<file path="src/rtl/mem_arb_pkg.sv">
// mem_arb_pkg: shared types and constants for the memory arbiter (optional MEM_ARB_RR_EN round-robin build).
package mem_arb_pkg;
    typedef enum logic [1:0] {IDLE, ACCESS, RESP} state_e;
    typedef enum logic [1:0] {NONE, IFU, LSU} owner_e;
    localparam int ADDR_W_DEF = 32;
    localparam int DATA_W_DEF = 32;
    localparam int CNT_W = 4;
endpackage

</file>
<file path="src/rtl/mem_arb_picker.sv">
// mem_arb_picker: combinational IFU/LSU grant; fixed LSU priority, or round-robin when MEM_ARB_RR_EN is defined.
module mem_arb_picker (
    input  logic ifu_valid_i,
    input  logic lsu_valid_i,
`ifdef MEM_ARB_RR_EN
    input  logic last_lsu_i,
`endif
    output logic ifu_gnt_o,
    output logic lsu_gnt_o
);
`ifdef MEM_ARB_RR_EN
    // on contention the port that did not win the last accept goes first
    assign lsu_gnt_o = lsu_valid_i && (!ifu_valid_i || !last_lsu_i);
`else
    assign lsu_gnt_o = lsu_valid_i;
`endif
    assign ifu_gnt_o = ifu_valid_i && !lsu_gnt_o;
endmodule

</file>
<file path="src/rtl/mem_arbiter.sv">
// mem_arbiter: shares one combinational-read memory between IFU and LSU, one transaction at a time.
// Define MEM_ARB_RR_EN for round-robin arbitration instead of fixed LSU priority.
module mem_arbiter
    import mem_arb_pkg::*;
#(
    parameter int MEM_LAT = 0,
    parameter int ADDR_W  = ADDR_W_DEF,
    parameter int DATA_W  = DATA_W_DEF
) (
    input  logic                clk,
    input  logic                reset,
    input  logic                ifu_req_valid,
    output logic                ifu_req_ready,
    input  logic [ADDR_W-1:0]   ifu_req_addr,
    output logic                ifu_resp_valid,
    input  logic                ifu_resp_ready,
    output logic [DATA_W-1:0]   ifu_resp_data,
    input  logic                lsu_req_valid,
    output logic                lsu_req_ready,
    input  logic [ADDR_W-1:0]   lsu_req_addr,
    input  logic                lsu_req_wen,
    input  logic [DATA_W-1:0]   lsu_req_wdata,
    input  logic [DATA_W/8-1:0] lsu_req_wstrb,
    output logic                lsu_resp_valid,
    input  logic                lsu_resp_ready,
    output logic [DATA_W-1:0]   lsu_resp_data,
    output logic                mem_wen,
    output logic [ADDR_W-1:0]   mem_addr,
    output logic [DATA_W-1:0]   mem_wdata,
    output logic [DATA_W/8-1:0] mem_wstrb,
    input  logic [DATA_W-1:0]   mem_read_data
);
    state_e              state_q, state_d;
    owner_e              owner_q, owner_d;
    logic [CNT_W-1:0]    cnt_q, cnt_d;
    logic [ADDR_W-1:0]   addr_q, addr_d;
    logic                wen_q, wen_d;
    logic [DATA_W-1:0]   wdata_q, wdata_d;
    logic [DATA_W/8-1:0] wstrb_q, wstrb_d;
    logic [DATA_W-1:0]   ifu_data_q, ifu_data_d;
    logic [DATA_W-1:0]   lsu_data_q, lsu_data_d;
    logic                ifu_gnt, lsu_gnt, take, commit, done;

    assign take   = state_q == IDLE && (ifu_gnt || lsu_gnt);
    assign commit = state_q == ACCESS && cnt_q == '0;
    assign done   = state_q == RESP && (owner_q == LSU ? lsu_resp_ready : ifu_resp_ready);

`ifdef MEM_ARB_RR_EN
    logic rr_q;
    mem_arb_picker u_picker (
        .ifu_valid_i (ifu_req_valid),
        .lsu_valid_i (lsu_req_valid),
        .last_lsu_i  (rr_q),
        .ifu_gnt_o   (ifu_gnt),
        .lsu_gnt_o   (lsu_gnt)
    );
    // remembers whether the LSU won the most recent accept
    always_ff @(posedge clk)
        rr_q <= reset ? 1'b0 : take ? lsu_gnt : rr_q;
`else
    mem_arb_picker u_picker (
        .ifu_valid_i (ifu_req_valid),
        .lsu_valid_i (lsu_req_valid),
        .ifu_gnt_o   (ifu_gnt),
        .lsu_gnt_o   (lsu_gnt)
    );
`endif

    always_ff @(posedge clk) begin
        if (reset) begin
            state_q    <= IDLE;
            owner_q    <= NONE;
            cnt_q      <= '0;
            addr_q     <= '0;
            wen_q      <= 1'b0;
            wdata_q    <= '0;
            wstrb_q    <= '0;
            ifu_data_q <= '0;
            lsu_data_q <= '0;
        end else begin
            state_q    <= state_d;
            owner_q    <= owner_d;
            cnt_q      <= cnt_d;
            addr_q     <= addr_d;
            wen_q      <= wen_d;
            wdata_q    <= wdata_d;
            wstrb_q    <= wstrb_d;
            ifu_data_q <= ifu_data_d;
            lsu_data_q <= lsu_data_d;
        end
    end

    always_comb begin
        state_d    = state_q;
        owner_d    = owner_q;
        cnt_d      = cnt_q;
        addr_d     = addr_q;
        wen_d      = wen_q;
        wdata_d    = wdata_q;
        wstrb_d    = wstrb_q;
        ifu_data_d = ifu_data_q;
        lsu_data_d = lsu_data_q;
        if (take) begin
            state_d = ACCESS;
            if (lsu_gnt) owner_d = LSU;
            else owner_d = IFU;
            cnt_d   = CNT_W'(MEM_LAT);
            addr_d  = lsu_gnt ? lsu_req_addr : ifu_req_addr;
            wen_d   = lsu_gnt && lsu_req_wen;
            wdata_d = lsu_gnt ? lsu_req_wdata : '0;
            wstrb_d = lsu_gnt ? lsu_req_wstrb : '0;
        end else if (commit) begin
            state_d    = RESP;
            ifu_data_d = owner_q == IFU ? mem_read_data : ifu_data_q;
            lsu_data_d = owner_q == LSU ? mem_read_data : lsu_data_q;
        end else if (state_q == ACCESS) begin
            cnt_d = cnt_q - CNT_W'(1);
        end else if (done) begin
            state_d = IDLE;
        end
    end

    // handshake outputs are forced low while reset is held
    always_comb begin
        ifu_req_ready  = !reset && state_q == IDLE && ifu_gnt;
        lsu_req_ready  = !reset && state_q == IDLE && lsu_gnt;
        ifu_resp_valid = !reset && state_q == RESP && owner_q == IFU;
        lsu_resp_valid = !reset && state_q == RESP && owner_q == LSU;
        mem_wen        = !reset && commit && wen_q;
    end

    assign ifu_resp_data = ifu_data_q;
    assign lsu_resp_data = lsu_data_q;
    assign mem_addr      = addr_q;
    assign mem_wdata     = wdata_q;
    assign mem_wstrb     = wstrb_q;
endmodule

</file>
<file path="config.mk">
export PLATFORM = sky130hd
export DESIGN_NAME = mem_arbiter
export DESIGN_NICKNAME = d
export VERILOG_FILES = /design/src/rtl/mem_arb_pkg.sv /design/src/rtl/mem_arb_picker.sv /design/src/rtl/mem_arbiter.sv
export SDC_FILE = /design/constraint.sdc
export NUM_CORES = 1
export LEC_CHECK = 0
export CAP_MARGIN = 20
export CORE_MARGIN = 3
export CORE_UTILIZATION = 41
export DETAILED_ROUTE_END_ITERATION = 16
export PLACE_DENSITY = 0.9
export SLEW_MARGIN = 20
export SYNTH_ARGS = -nofsm -noshare
export SYNTH_HDL_FRONTEND = slang
export SYNTH_SLANG_ARGS = --single-unit
</file>
<file path="constraint.sdc">
create_clock -name clk -period 1.7 [get_ports clk]
set_input_delay 0.255 -clock clk [delete_from_list [all_inputs] [get_ports clk]]
set_output_delay 0.255 -clock clk [all_outputs]
set_load 0.03 [all_outputs]
</file>
==> impl_metrics.tcl, run 1 <==
set metrics [dict create \
    setup_violations 69 \
    startpoint_type "flop" \
    area_growth_pct 63.1 \
    synth-seq-cells 141 \
    grtUsageTotal 0.208 \
    cellLeakagePower_nw 4.79 \
    ir_drop_v 0.000684 \
    max-slew-margin-rel 0.657 \
    cpMostUsedCell "buf_4" \
    max_freq_ghz 0.548 \
    synth_area_leaders "dfxtp_1, mux2i_1, nand2b_1, a211oi_2, a22o_1" \
    dr.pass1.iters 4 \
    tritoncts.num_buffers 17 \
    grt_max_degree 85 \
    synth_top_area_frac 0.483 \
    cts_hold_buffers 0 \
    grt_pass1_vias 5303 \
    placed_cells 950 \
    period_share 1.07 \
    ios 276 \
    grt_overflow 0 \
    finalSetupTns_ns -2.69 \
    die_area_mm2 0.0157 \
    grt_pass1_wl_um 26400 \
    worst_pin_slew_ns 0.515 \
    drv_slew 0 \
    clock_path_buffers 2 \
    vias 5039 \
    ant_nets 0 \
    power_frac_seq 0.389 \
    netlist_area_mm2 0.00585 \
    gp_congestion 0.774 \
    antenna_found_initial 0 \
    critPathMaxFanout 4 \
    clock-sinks 141 \
    multiInputGateArea_mm2 0.00281 \
    n_antenna_cell 0 \
    worstSetupPathType "flop to flop" \
    drive_above_1_share 0.145 \
    fin_skew_ns 0.0112 \
    yosysWarnings 0 \
    syn_avg_cell_area_um2 11.1 \
    synth_cell_type_count 34 \
    final_cells 993 \
    syn_nets 666 \
    critical-path-max-stage-delay_ns 0.53 \
    hpwl_um 11600 \
    drt_iter0_markers 222 \
    rsz0062_at_grt "true" \
    violations "setup timing" \
    p_sw_frac 0.293 \
    cp_data_arrival_time_ns 2.17 \
    die_h_um 125 \
    setup_ws_ns -0.126 \
    cts_tree "built" \
    start_util 0.420 \
    p_sw_mw 2.76 \
    routed_wl_um 17200 \
    clockRootBuffer "clkbuf_16" \
    final-seq-area_mm2 0.00283 \
    clkPwrFrac 0.399 \
    status "finished, violations left" \
    combinationalPowerShare 0.213 \
    p_int_mw 6.66 \
    yosysSeqAreaShare 0.483 \
    cp_cell_sequence "inv_2 > ha_4 > nor3b_4 > buf_4 > buf_6 > buf_4 > or4_1 > a21oi_1" \
    vias_per_cell 5.07 \
    power.density_mw_per_mm2 987 \
    maxCapViolations 0 \
    path_clk_slew_ns 0.07 \
    cp_slowest_cell "or4_1" \
    clock_latency_ns 0.41 \
    worst_setup_path_end_kind "flop" \
    worst-endpoint-required_ns 2.05 \
    hold_class "input pin to flop" \
    port_buffers 275 \
    drc 0 \
    final_nets 940 \
    hold_viol 0 \
    power.total_mw 9.42 \
    wl_per_cell_um 17.3 \
    post-synth-top-area-cell "dfxtp_1" \
    final_common_cell "clkdlybuf4s50_1" \
    synthCells 526 \
    fin_crit_ns 1.83 \
    chipWidth_um 125 \
    rows 43 \
    htreeDepth 4 \
    mostFrequentLayoutCells "clkdlybuf4s50_1, dfxtp_1, nand2b_1" \
    final.fill_count 1037 \
    core_mm2 0.0139 \
]
## power by group through the flow
stage	Combinational, mW	Clock [mW]	Sequential (mW)
floorplan	0.761	0	4.14
global placement	2.05	0	3.72
detailed placement	2.08	0	3.73
CTS	2.00	3.81	3.66
global route	2.12	3.97	3.69
finish	2.00	3.75	3.66
## logic make-up (layout without fill, tap and decap cells)
| kind of cell | count (synthesis) | count (layout) | share of synthesized area |
|---|---|---|---|
| buffers and inverters | 51 | 338 | 0.0511 |
| adder cells (fa/ha/maj) | 1 | 1 | 0.00214 |
| multiplexers | 96 | 96 | 0.164 |
| AND/OR/NAND/NOR | 118 | 118 | 0.132 |
| AO/OA/AOI/OAI | 119 | 119 | 0.168 |
| flip-flops | 141 | 141 | 0.483 |
## per-stage QoR
stage	setup slack, ns	cell area [µm²]	util	hold WS [ns]
floorplan	0.0492	5860	-	0.388
global placement	-0.0465	8770	0.629	0.453
detailed placement	-0.0724	8770	0.629	0.454
CTS	-0.0955	9340	0.670	0.145
global route	-0.150	9540	0.685	0.161
finish	-0.126	9540	0.685	0.162
## state kept, by name, summed over array words and instances, names as in the netlist
register	count
mem_wdata	32
lsu_resp_data	32
wen_q	1
owner_q	2
mem_wstrb	4
mem_addr	32
cnt_q	4
state_q	2
ifu_resp_data	32
## cell type report
cell class | instances | share of cell area
clock buffers | 17 | 0.0446
clock inverters | 15 | 0.0184
inverters | 4 | 0.00157
multi-input cells | 334 | 0.294
flip-flops and latches | 141 | 0.297
well taps | 180 | 0.0236
repair buffers | 302 | 0.321
## critical path, delay by kind of cell, from the launching register on
kind	cells	cell delay [ns]
AO/OA/AOI/OAI	1	0.15
adder cells (fa/ha/maj)	1	0.15
buffers and inverters	4	0.42
flip-flops	1	0.35
AND/OR/NAND/NOR	2	0.68
## timing repair
action                     CTS  global route
cloned                       1             1
setup buffers                3             6
gates resized for setup    104            49
setup endpoints to repair  129            74
hold endpoints to repair     0             0
pin swaps                    4             5
## Yosys cell counts
cell and n:
a211oi_1 3, a211oi_2 30, a21o_1 2, a21oi_1 39, a21oi_2 1, a22o_1 37, and2_4 1, and3_1 1
and4b_1 3, buf_1 1, buf_2 14, buf_4 2, buf_6 11, clkbuf_1 19, dfxtp_1 141, ha_1 1
inv_1 4, mux2i_1 96, nand2_1 1, nand2b_1 97, nand3_1 1, nand3b_1 1, nor2_1 2, nor2b_1 2
nor3b_4 1, nor4b_2 1, nor4bb_1 1, o211ai_1 1, o21ai_0 4, o21ai_1 1, o41ai_1 1, or2_1 1
or3_1 3, or4_1 2
## per-layer routing
metal / share of wire / track usage / wire length [µm]
met5: 0 / 0 / 0
met4: 0.034 / 0.103 / 580
met3: 0.072 / 0.0718 / 1230
met2: 0.49 / 0.351 / 8400
met1: 0.40 / 0.234 / 6950
## worst paths after layout
kind,startpoint,end,slack (ns),depth (start not counted)
worst min-delay path,lsu_req_valid,owner_q[0],0.16,2
worst max-delay path,cnt_q[1],cnt_q[3],-0.13,8
worst max register to register,cnt_q[1],cnt_q[3],-0.13,8
worst min register to register,ifu_resp_data[11],ifu_resp_data[11],0.47,2
Power figures use the tool's default switching activity.
==> inputs of run 2 (changes only) <==
- GPL_TIMING_DRIVEN: not set -> 1
==> results of run 2 <==
No change in the layout: final DEF, timing and power equal those of run 1.
